==> src/rtl/mips_pkg.sv <==
// Shared encodings for the multicycle MIPS-subset datapath: opcodes, functs,
// ALU controls, mux selects and controller states.
package mips_pkg;

  localparam logic [5:0] OP_RTYPE = 6'b000000;
  localparam logic [5:0] OP_LW    = 6'b100011;
  localparam logic [5:0] OP_SW    = 6'b101011;
  localparam logic [5:0] OP_BEQ   = 6'b000100;
  localparam logic [5:0] OP_BNE   = 6'b000101;
  localparam logic [5:0] OP_ADDI  = 6'b001000;
  localparam logic [5:0] OP_J     = 6'b000010;

  localparam logic [5:0] FN_ADD = 6'b100000;
  localparam logic [5:0] FN_SUB = 6'b100010;
  localparam logic [5:0] FN_AND = 6'b100100;
  localparam logic [5:0] FN_OR  = 6'b100101;
  localparam logic [5:0] FN_SLT = 6'b101010;

  localparam logic [2:0] ALU_AND = 3'b000;
  localparam logic [2:0] ALU_OR  = 3'b001;
  localparam logic [2:0] ALU_ADD = 3'b010;
  localparam logic [2:0] ALU_SUB = 3'b110;
  localparam logic [2:0] ALU_SLT = 3'b111;

  localparam logic [1:0] ALUOP_ADD   = 2'b00;
  localparam logic [1:0] ALUOP_SUB   = 2'b01;
  localparam logic [1:0] ALUOP_FUNCT = 2'b10;

  localparam logic [1:0] SRCB_REGB    = 2'b00;
  localparam logic [1:0] SRCB_FOUR    = 2'b01;
  localparam logic [1:0] SRCB_IMM     = 2'b10;
  localparam logic [1:0] SRCB_IMM_SH2 = 2'b11;

  localparam logic [1:0] PCSRC_ALU    = 2'b00;
  localparam logic [1:0] PCSRC_ALUOUT = 2'b01;
  localparam logic [1:0] PCSRC_JUMP   = 2'b10;

  typedef enum logic [3:0] {
    S_FETCH   = 4'd0,
    S_DECODE  = 4'd1,
    S_MEMADR  = 4'd2,
    S_MEMRD   = 4'd3,
    S_MEMWB   = 4'd4,
    S_MEMWR   = 4'd5,
    S_EXECUTE = 4'd6,
    S_ALUWB   = 4'd7,
    S_BRANCH  = 4'd8,
    S_ADDIEX  = 4'd9,
    S_ADDIWB  = 4'd10,
    S_JUMP    = 4'd11
  } state_t;

endpackage

==> src/rtl/alu_decoder.sv <==
// Combinational ALU control decode. funct_valid reflects the funct field
// independently of alu_op so DECODE can flag unknown R-type functs.
module alu_decoder
  import mips_pkg::*;
(
  input  logic [1:0] alu_op,
  input  logic [5:0] funct,
  output logic [2:0] alu_ctrl,
  output logic       funct_valid
);

  logic [2:0] fn_ctrl;

  always_comb begin
    fn_ctrl     = ALU_ADD;
    funct_valid = 1'b1;
    case (funct)
      FN_ADD:  fn_ctrl = ALU_ADD;
      FN_SUB:  fn_ctrl = ALU_SUB;
      FN_AND:  fn_ctrl = ALU_AND;
      FN_OR:   fn_ctrl = ALU_OR;
      FN_SLT:  fn_ctrl = ALU_SLT;
      default: funct_valid = 1'b0;
    endcase
  end

  always_comb begin
    alu_ctrl = ALU_ADD;
    case (alu_op)
      ALUOP_SUB:   alu_ctrl = ALU_SUB;
      ALUOP_FUNCT: alu_ctrl = fn_ctrl;
      default:     alu_ctrl = ALU_ADD;
    endcase
  end

endmodule

==> src/rtl/multicycle_controller.sv <==
// Multicycle MIPS-subset control FSM: Moore outputs per state, except pc_en
// in BRANCH which follows the zero flag (beq) or its inverse (bne).
//   state   | meaning
//   FETCH   | IR <= mem[PC], PC <= PC+4
//   DECODE  | read regs, ALUOut <= branch target; dispatch on op
//   MEMADR  | ALUOut <= regA + imm
//   MEMRD   | MDR <= mem[ALUOut]
//   MEMWB   | rt <= MDR
//   MEMWR   | mem[ALUOut] <= regB
//   EXECUTE | ALUOut <= regA op regB
//   ALUWB   | rd <= ALUOut
//   BRANCH  | compare; PC <= ALUOut if taken
//   ADDIEX  | ALUOut <= regA + imm
//   ADDIWB  | rt <= ALUOut
//   JUMP    | PC <= jump target
module multicycle_controller
  import mips_pkg::*;
(
  input  logic       clk,
  input  logic       reset,
  input  logic [5:0] op,
  input  logic [5:0] funct,
  input  logic       zero,
  output logic       iord,
  output logic       mem_write,
  output logic       ir_write,
  output logic       reg_dst,
  output logic       mem_to_reg,
  output logic       reg_write,
  output logic       alu_src_a,
  output logic [1:0] alu_src_b,
  output logic [2:0] alu_ctrl,
  output logic [1:0] pc_src,
  output logic       pc_en,
  output logic       illegal_op
);

  state_t     state_q, state_d;
  logic [1:0] alu_op;
  logic       funct_valid;

  alu_decoder u_alu_decoder (
    .alu_op      (alu_op),
    .funct       (funct),
    .alu_ctrl    (alu_ctrl),
    .funct_valid (funct_valid)
  );

  always_ff @(posedge clk or posedge reset) begin
    if (reset) state_q <= S_FETCH;
    else       state_q <= state_d;
  end

  always_comb begin
    state_d    = S_FETCH;
    iord       = 1'b0;
    mem_write  = 1'b0;
    ir_write   = 1'b0;
    reg_dst    = 1'b0;
    mem_to_reg = 1'b0;
    reg_write  = 1'b0;
    alu_src_a  = 1'b0;
    alu_src_b  = SRCB_REGB;
    alu_op     = ALUOP_ADD;
    pc_src     = PCSRC_ALU;
    pc_en      = 1'b0;
    illegal_op = 1'b0;
    case (state_q)
      S_FETCH: begin
        ir_write  = 1'b1;
        alu_src_b = SRCB_FOUR;
        pc_en     = 1'b1;
        state_d   = S_DECODE;
      end
      S_DECODE: begin
        alu_src_b = SRCB_IMM_SH2;
        case (op)
          OP_LW, OP_SW:   state_d = S_MEMADR;
          OP_BEQ, OP_BNE: state_d = S_BRANCH;
          OP_ADDI:        state_d = S_ADDIEX;
          OP_J:           state_d = S_JUMP;
          OP_RTYPE: begin
            if (funct_valid) state_d = S_EXECUTE;
            else             illegal_op = 1'b1;
          end
          default:        illegal_op = 1'b1;
        endcase
      end
      S_MEMADR: begin
        alu_src_a = 1'b1;
        alu_src_b = SRCB_IMM;
        state_d   = (op == OP_SW) ? S_MEMWR : S_MEMRD;
      end
      S_MEMRD: begin
        iord    = 1'b1;
        state_d = S_MEMWB;
      end
      S_MEMWB: begin
        mem_to_reg = 1'b1;
        reg_write  = 1'b1;
      end
      S_MEMWR: begin
        iord      = 1'b1;
        mem_write = 1'b1;
      end
      S_EXECUTE: begin
        alu_src_a = 1'b1;
        alu_op    = ALUOP_FUNCT;
        state_d   = S_ALUWB;
      end
      S_ALUWB: begin
        reg_dst   = 1'b1;
        reg_write = 1'b1;
      end
      S_BRANCH: begin
        alu_src_a = 1'b1;
        alu_op    = ALUOP_SUB;
        pc_src    = PCSRC_ALUOUT;
        // op[0] separates bne (000101) from beq (000100)
        pc_en     = op[0] ? ~zero : zero;
      end
      S_ADDIEX: begin
        alu_src_a = 1'b1;
        alu_src_b = SRCB_IMM;
        state_d   = S_ADDIWB;
      end
      S_ADDIWB: reg_write = 1'b1;
      S_JUMP: begin
        pc_src = PCSRC_JUMP;
        pc_en  = 1'b1;
      end
      default: state_d = S_FETCH;
    endcase

    // State is already FETCH asynchronously; mask its side-effecting enables.
    if (reset) begin
      ir_write   = 1'b0;
      pc_en      = 1'b0;
      reg_write  = 1'b0;
      mem_write  = 1'b0;
      illegal_op = 1'b0;
    end
  end

endmodule

==> config.mk <==
export PLATFORM = sky130hd
export DESIGN_NAME = multicycle_controller
export DESIGN_NICKNAME = d
export VERILOG_FILES = /design/src/rtl/mips_pkg.sv /design/src/rtl/alu_decoder.sv /design/src/rtl/multicycle_controller.sv
export SDC_FILE = /design/constraint.sdc
export NUM_CORES = 1
export LEC_CHECK = 0
export BUFFER_PORTS_ARGS = -buffer_cell sky130_fd_sc_hd__buf_2
export CORE_AREA = 2 2 39 41
export CTS_BUF_LIST = sky130_fd_sc_hd__clkbuf_8
export CTS_CLUSTER_SIZE = 10
export DETAILED_ROUTE_END_ITERATION = 10
export DIE_AREA = 0 0 41 43
export PLACE_DENSITY = 0.78
export SYNTH_ARGS = -nofsm -noshare
export SYNTH_HDL_FRONTEND = slang
export SYNTH_SLANG_ARGS = --single-unit
==> constraint.sdc <==
create_clock -name clk -period 2.1 [get_ports clk]
set_input_delay 0.105 -clock clk [delete_from_list [all_inputs] [get_ports clk]]
set_output_delay 0.105 -clock clk [all_outputs]
set_load 0.1 [all_outputs]
=== Word-level counts from Yosys, hierarchy flattened ===
Index checks and enable logic that the tools add are counted.

* Flip-flop bits (word level): 4
* Input bits: 15

* Eq/ne operators: 24
* Multiplexer cells: 27
* Bitwise logic cells: 1
* Reductions and logical operators: 11

{| class="wikitable"
|+ Operators by type and width
! kind !! number
|-
| 6-bit equality test (second input constant) || 7
|-
| 4-bit case mux with 6 select lines || 1
|-
| 4-bit case mux with 5 select lines || 1
|-
| 4-bit by 3-bit equality test with 1-bit output (second input constant) || 4
|-
| 4-bit equality test (second input constant) || 4
|-
| 1-bit 2-to-1 mux || 16
|-
| 6-bit by 3-bit equality test with 1-bit output (second input constant) || 2
|-
| 3-bit case mux with 4 select lines || 1
|-
| 2-bit OR reduction || 5
|-
| 4-bit by 2-bit equality test with 1-bit output (second input constant) || 2
|-
| 2-bit case mux with 2 select lines || 2
|-
| 6-bit by 2-bit equality test with 1-bit output (second input constant) || 1
|-
| 6-bit by 4-bit equality test with 1-bit output (second input constant) || 1
|-
| 6-bit logical NOT || 1
|-
| 3-bit 2-to-1 mux || 2
|-
| 2-bit case mux with 3 select lines || 1
|-
| 3-bit case mux with 2 select lines || 1
|-
| 6-bit OR reduction || 1
|-
| 5-bit OR reduction || 1
|-
| 4-bit by 1-bit equality test with 1-bit output (second input constant) || 1
|-
| 4-bit logical NOT || 1
|-
| 1-bit case mux with 2 select lines || 2
|-
| 4-bit OR reduction || 1
|-
| 3-bit OR reduction || 1
|-
| 3 further kinds || 3
|}

=== Longest topological paths before layout ===
* Depth after elaboration: 7
* Depth in mapped cells: 7
* Mapped depth without buffers: 6

=== Modules after synthesis ===
Synthesis repeated with hierarchy kept, for this count alone.

* Cell total of the unflattened synthesis: 81
* Area total of the unflattened synthesis: 701.9 um2

{| class="wikitable"
|+ Modules (own cells, without submodules)
! module !! times used !! cells each !! area an instance (um2)
|-
| multicycle_controller || 1 || 63 || 534.3
|-
| alu_decoder || 1 || 18 || 167.7
|}

=== Least setup slack after synthesis ===
OpenSTA, ideal clock, no wires.

* Path kind: register to output
* From: reg state_q[3]
* To: out reg_write
* Arrival time: 4.164 ns
* Data required time: 1.995 ns
* Path slack: -2.169 ns
* Stages on the path, launching flop included: 6
* Cells stage by stage: dfrtp_1 -> buf_6 -> nand2b_1 -> nor3_1 -> a21oi_1 -> nor2_1

* Word-level cells in the longest chain between the ends: 4
* Elaborated cells between the ends (all ways): 6
* Those cells by class: eq/ne (3); mux (2); reduce/logical (1)

{| class="wikitable"
|+ RTL lines
! item !! RTL line !! source
|-
| start, declared || multicycle_controller.sv:38 || <nowiki>state_t state_q, state_d;</nowiki>
|-
| start signal, assigned || multicycle_controller.sv:51 || <nowiki>else state_q <= state_d;</nowiki>
|-
| 4-bit equality test or 4-bit by 3-bit equality test with 1-bit output (tied branches) || multicycle_controller.sv:68 || <nowiki>case (state_q)</nowiki>
|-
| 3-bit OR reduction (no line) (*) || n/a ||
|-
| 1-bit 2-to-1 mux (*) || multicycle_controller.sv:68 ||
|-
| 1-bit 2-to-1 mux (*) || multicycle_controller.sv:136 || <nowiki>if (reset) begin</nowiki>
|-
| end, declared || multicycle_controller.sv:29 || <nowiki>output logic reg_write,</nowiki>
|}

Every way passes the cells marked *; elsewhere a longest branch is shown, timed or not.

=== Worst setup path after layout ===
* From: reg state_q[3]
* To: out alu_ctrl[1]

* Word-level cells in the longest chain between the ends: 4
* Elaborated cells between the ends (all ways): 6
* Those cells by class: eq/ne (4); mux (2)

{| class="wikitable"
|+ RTL lines
! item !! RTL line !! source
|-
| 4-bit equality test or 4-bit by 3-bit equality test with 1-bit output (tied branches) || multicycle_controller.sv:68 ||
|-
| 2-bit case mux with 2 select lines (*) || multicycle_controller.sv:68 ||
|-
| 2-bit equality test or 2-bit by 1-bit equality test with 1-bit output (tied branches) || alu_decoder.sv:29 || <nowiki>case (alu_op)</nowiki>
|-
| 3-bit case mux with 2 select lines (*) || alu_decoder.sv:29 ||
|-
| end, declared || multicycle_controller.sv:32 || <nowiki>output logic [2:0] alu_ctrl,</nowiki>
|}

Marks and branches as above.

==> key figures <==
Route
  • Routed WL: 1.776 mm
  • DR vias/cell: 5.530
  • Final ANT Viol Nets: 0
  • Total iterations of the first detailed-routing run: 4
  • DRC Markers: 0
  • Initial DRC count: 16
  • Total number of vias: 741
  • Routed wire per std cell: 13.25 microns

STA
  • Layout Skew: 0.001450 ns
  • Fin crit share: 0.9797
  • Relative slew slack: 0.6623
  • Tmin final: 2.057 ns
  • Worst-Margin Slew: 0.5020 ns
  • Fin Setup TNS: 0 ns
  • F_max: 486.0 MHz
  • Setup Viol. Count Final: 0
  • Hold Fails Final Rpt: 0
  • Fin. max-slew vios: 0
  • RSZ-0062 raised after global routing: no

Worst setup path
  • Delay-heaviest family, CP: simple AND/OR/NAND/NOR gates
  • Crit path DAT: 1.95 ns
  • Slowest CP cell: or3b_4
  • Crit-path max cell delay: 0.40 ns
  • CP endpoint kind: primary output
  • R2R depth: 5
  • Critical path launch point type: register
  • R2R Setup Slk: 0.16 ns
  • FF-to-FF Start: state_q[3]$_DFF_PP0_
  • Crit path cell chain: nand2b_4 -> or3b_4 -> inv_2 -> ha_4 -> a211o_4 -> buf_6
  • Crit path required time: 2.00 ns
  • Critical Path Fanout Max: 3
  • Buf/Inv on CP: 2
  • Critical path class: register to primary output
  • R2r endpoint: state_q[3]$_DFF_PP0_

Synth
  • Unique cell type count in the Yosys netlist: 33
  • Mapped Area: 580.6 sq um
  • Seq/Total Area, Yosys: 0.1724
  • Number of flops mapped to enable cells by yosys: 0
  • Xor and xnor fraction of the mapped netlist area: 0.04526
  • Synth Area in Adders: 0.04310
  • Largest family of logic cells by synthesized area: simple AND/OR/NAND/NOR gates
  • Post-synth ARST share: 1.000
  • Synth Area in Simple Gates: 0.4483
  • Ys flop type: dfrtp_1
  • Synth Area in Compound Gates: 0.1853
  • Post-synthesis mux area share: 0.03448
  • Mapped Nets: 98
  • Yosys reg bits: 4
  • Synthesized instance count: 81
  • Mapped Avg Cell Area: 7.167 sq um
  • Yosys Warn Count: 0

Final layout
  • Number of cells in the finished layout apart from fillers: 134
  • Largest registers: state_q: 4 flops
  • Diodes inserted: 0
  • Fillers: 105
  • Most flop-heavy register: state_q
  • Core Util, Final: 0.7459
  • Max FFs per register: 4
  • NumNets Final: 137
  • Layout area overhead: 77.80%
  • Share of post-route cells with drive strength above 1: 0.5424

Floorplanning
  • Die Ht: 43 microns
  • I/O pin count: 31
  • Die width: 41 microns
  • Die ar.: 0.001763 sq mm
  • Starting density of the core: 0.4195
  • Row cnt: 14
  • Core area: 0.001384 sq mm

CTS
  • Clk Latency, worst-skew pair: 0.21 ns
  • Post-CTS setup buffers: 0
  • Max H-tree Level: 1
  • Clock Tree Buf Depth: 2
  • Root Buffer: clkbuf_8
  • CTS tree: built
  • CTS buffer count: 3
  • Clk sinks: 4
  • Clock transition at path regs: 0.03 ns

Min path
  • Worst Hold Path EP: state_q[0]$_DFF_PP0_
  • Hold path startpoint: op[4]
  • Hold-critical path depth: 3
  • HP Class: input pin to register

Power
  • Peak supply drop: 1037 uV
  • Total power per unit cell area: 1349 mW/mm^2
  • Leakage: 0.4535 nW

GRT
  • GRT overflow: 0
  • First-pass GRT wire length: 2.801 mm
  • Pin count of the biggest net entering global routing: 13
  • Initial antenna violation count: 0
  • Vias in the first global route: 673
  • GRT Total Usage: 0.2283

Placed design
  • # port buffers: 30
  • DP HPWL: 1.377 mm
  • Final GP Congestion: 0.8284
  • Cell total after placement: 130

Job
  • Max-cap viol count: 0

Outcome
  • Status: complete, no violations
cell usage after synthesis (all sizes together) (2+ instances only):
library cell	number	area, sq um
nor3b	4	30.03
dfrtp	4	100.1
clkbuf	3	11.26
ha	2	25.02
nor2b	2	12.51
or3	2	12.51
a31oi	2	12.51
nor2	9	33.78
o21ai	2	10.01
a21oi	4	20.02
nand2b	4	25.02
nor4	3	18.77
nor3	6	30.03
mux2i	2	20.02
inv	5	18.77
nand4	2	12.51
nand2	6	22.52
o31ai	2	15.01
xnor2	2	17.52
or4	2	22.52
metal layers:
metal	share of wire	vias up	GRT usage	wire, microns
met3	0.047	2	0.05236	83
li1	-	371	-	-
met5	0	-	0	0
met2	0.54	24	0.3781	958
met4	0.0045	0	0.06000	8
met1	0.41	344	0.2820	726
metrics by stage:
step | worst slack (ns) | hold WS (ns) | instance area, sq um | power [mW]
final | 0.04257 | 0.2294 | 1032 | 1.393
after global routing | 0.009921 | 0.2461 | 1032 | 1.444
after CTS | 0.01433 | 0.2255 | 1030 | 1.388
after detailed placement | 0.1450 | 0.08914 | 970.9 | 1.216
after global placement | 0.1718 | 0.07762 | 970.9 | 1.200
after floorplan | -0.4585 | -0.1289 | 735.7 | 1.007
kinds of logic after synthesis:
| family | after synthesis |
|---|---|
| flops | 4 |
| compound gates | 16 |
| mux | 2 |
| buf+inv | 9 |
| simple gates | 45 |
| xor+xnor | 3 |
| fa+ha+maj | 2 |
area by class of cell:
cell class	instances	area, sq um	share of cell area
inverters	5	22.52	0.02182
well taps	16	20.02	0.01939
flip-flops and latches	4	101.3	0.09818
multi-input cells	68	583.1	0.5648
repair buffers	38	264.0	0.2558
clock buffers	3	41.29	0.04000
worst register-to-register path, cell delays in order, from the launching register on:
cell and delay, ns:
dfrtp_1 0.38, buf_4 0.16, or2_4 0.28, or4_4 0.44
or4_4 0.50, o31ai_1 0.08
repair_timing:
item | in CTS | in global routing
cloned | 0 | 0
hold buffers | 1 | 0
resized for setup | 3 | 1
pin swaps | 0 | 0
setup endpoints to repair | 1 | 1
endpoints found under the hold margin | 4 | 0
worst max-delay path by stage:
stage,depth (start not counted),start,end,slack [ns]
6_report,6,state_q[3]$_DFF_PP0_,alu_ctrl[1],0.04
4_1_cts,6,state_q[3]$_DFF_PP0_,alu_ctrl[1],0.01
3_5_place_dp,6,state_q[3]$_DFF_PP0_,alu_ctrl[1],0.15
3_3_place_gp,6,state_q[3]$_DFF_PP0_,alu_ctrl[1],0.17
5_1_grt,5,state_q[2]$_DFF_PP0_,alu_ctrl[1],0.01
2_1_floorplan,4,state_q[1]$_DFF_PP0_,reg_write,-0.46
cells in the final DEF, fill, tap and decap left out, types with 2 or more instances in the layout:
cell / n
a21oi_1: 3
a31oi_1: 2
buf_12: 3
buf_2: 26
buf_4: 7
clkbuf_8: 3
dfrtp_1: 3
ha_4: 2
inv_1: 3
mux2i_1: 2
nand2_1: 6
nand2b_1: 2
nand2b_4: 2
nand4_1: 2
nor2_1: 5
nor2_2: 3
nor2b_1: 2
nor3_1: 2
nor3_4: 3
nor3b_1: 4
nor4_1: 2
o31ai_1: 2
or4_4: 2
xnor2_1: 2
power by group:
part	switching (mW)	total [mW]	leakage (nW)	internal, mW
registers	0.0286	0.130	0.0514	0.101
clock network	0.0375	0.160	0.0216	0.122
logic	0.814	1.10	0.381	0.289
(Power assumes the default switching activity.)
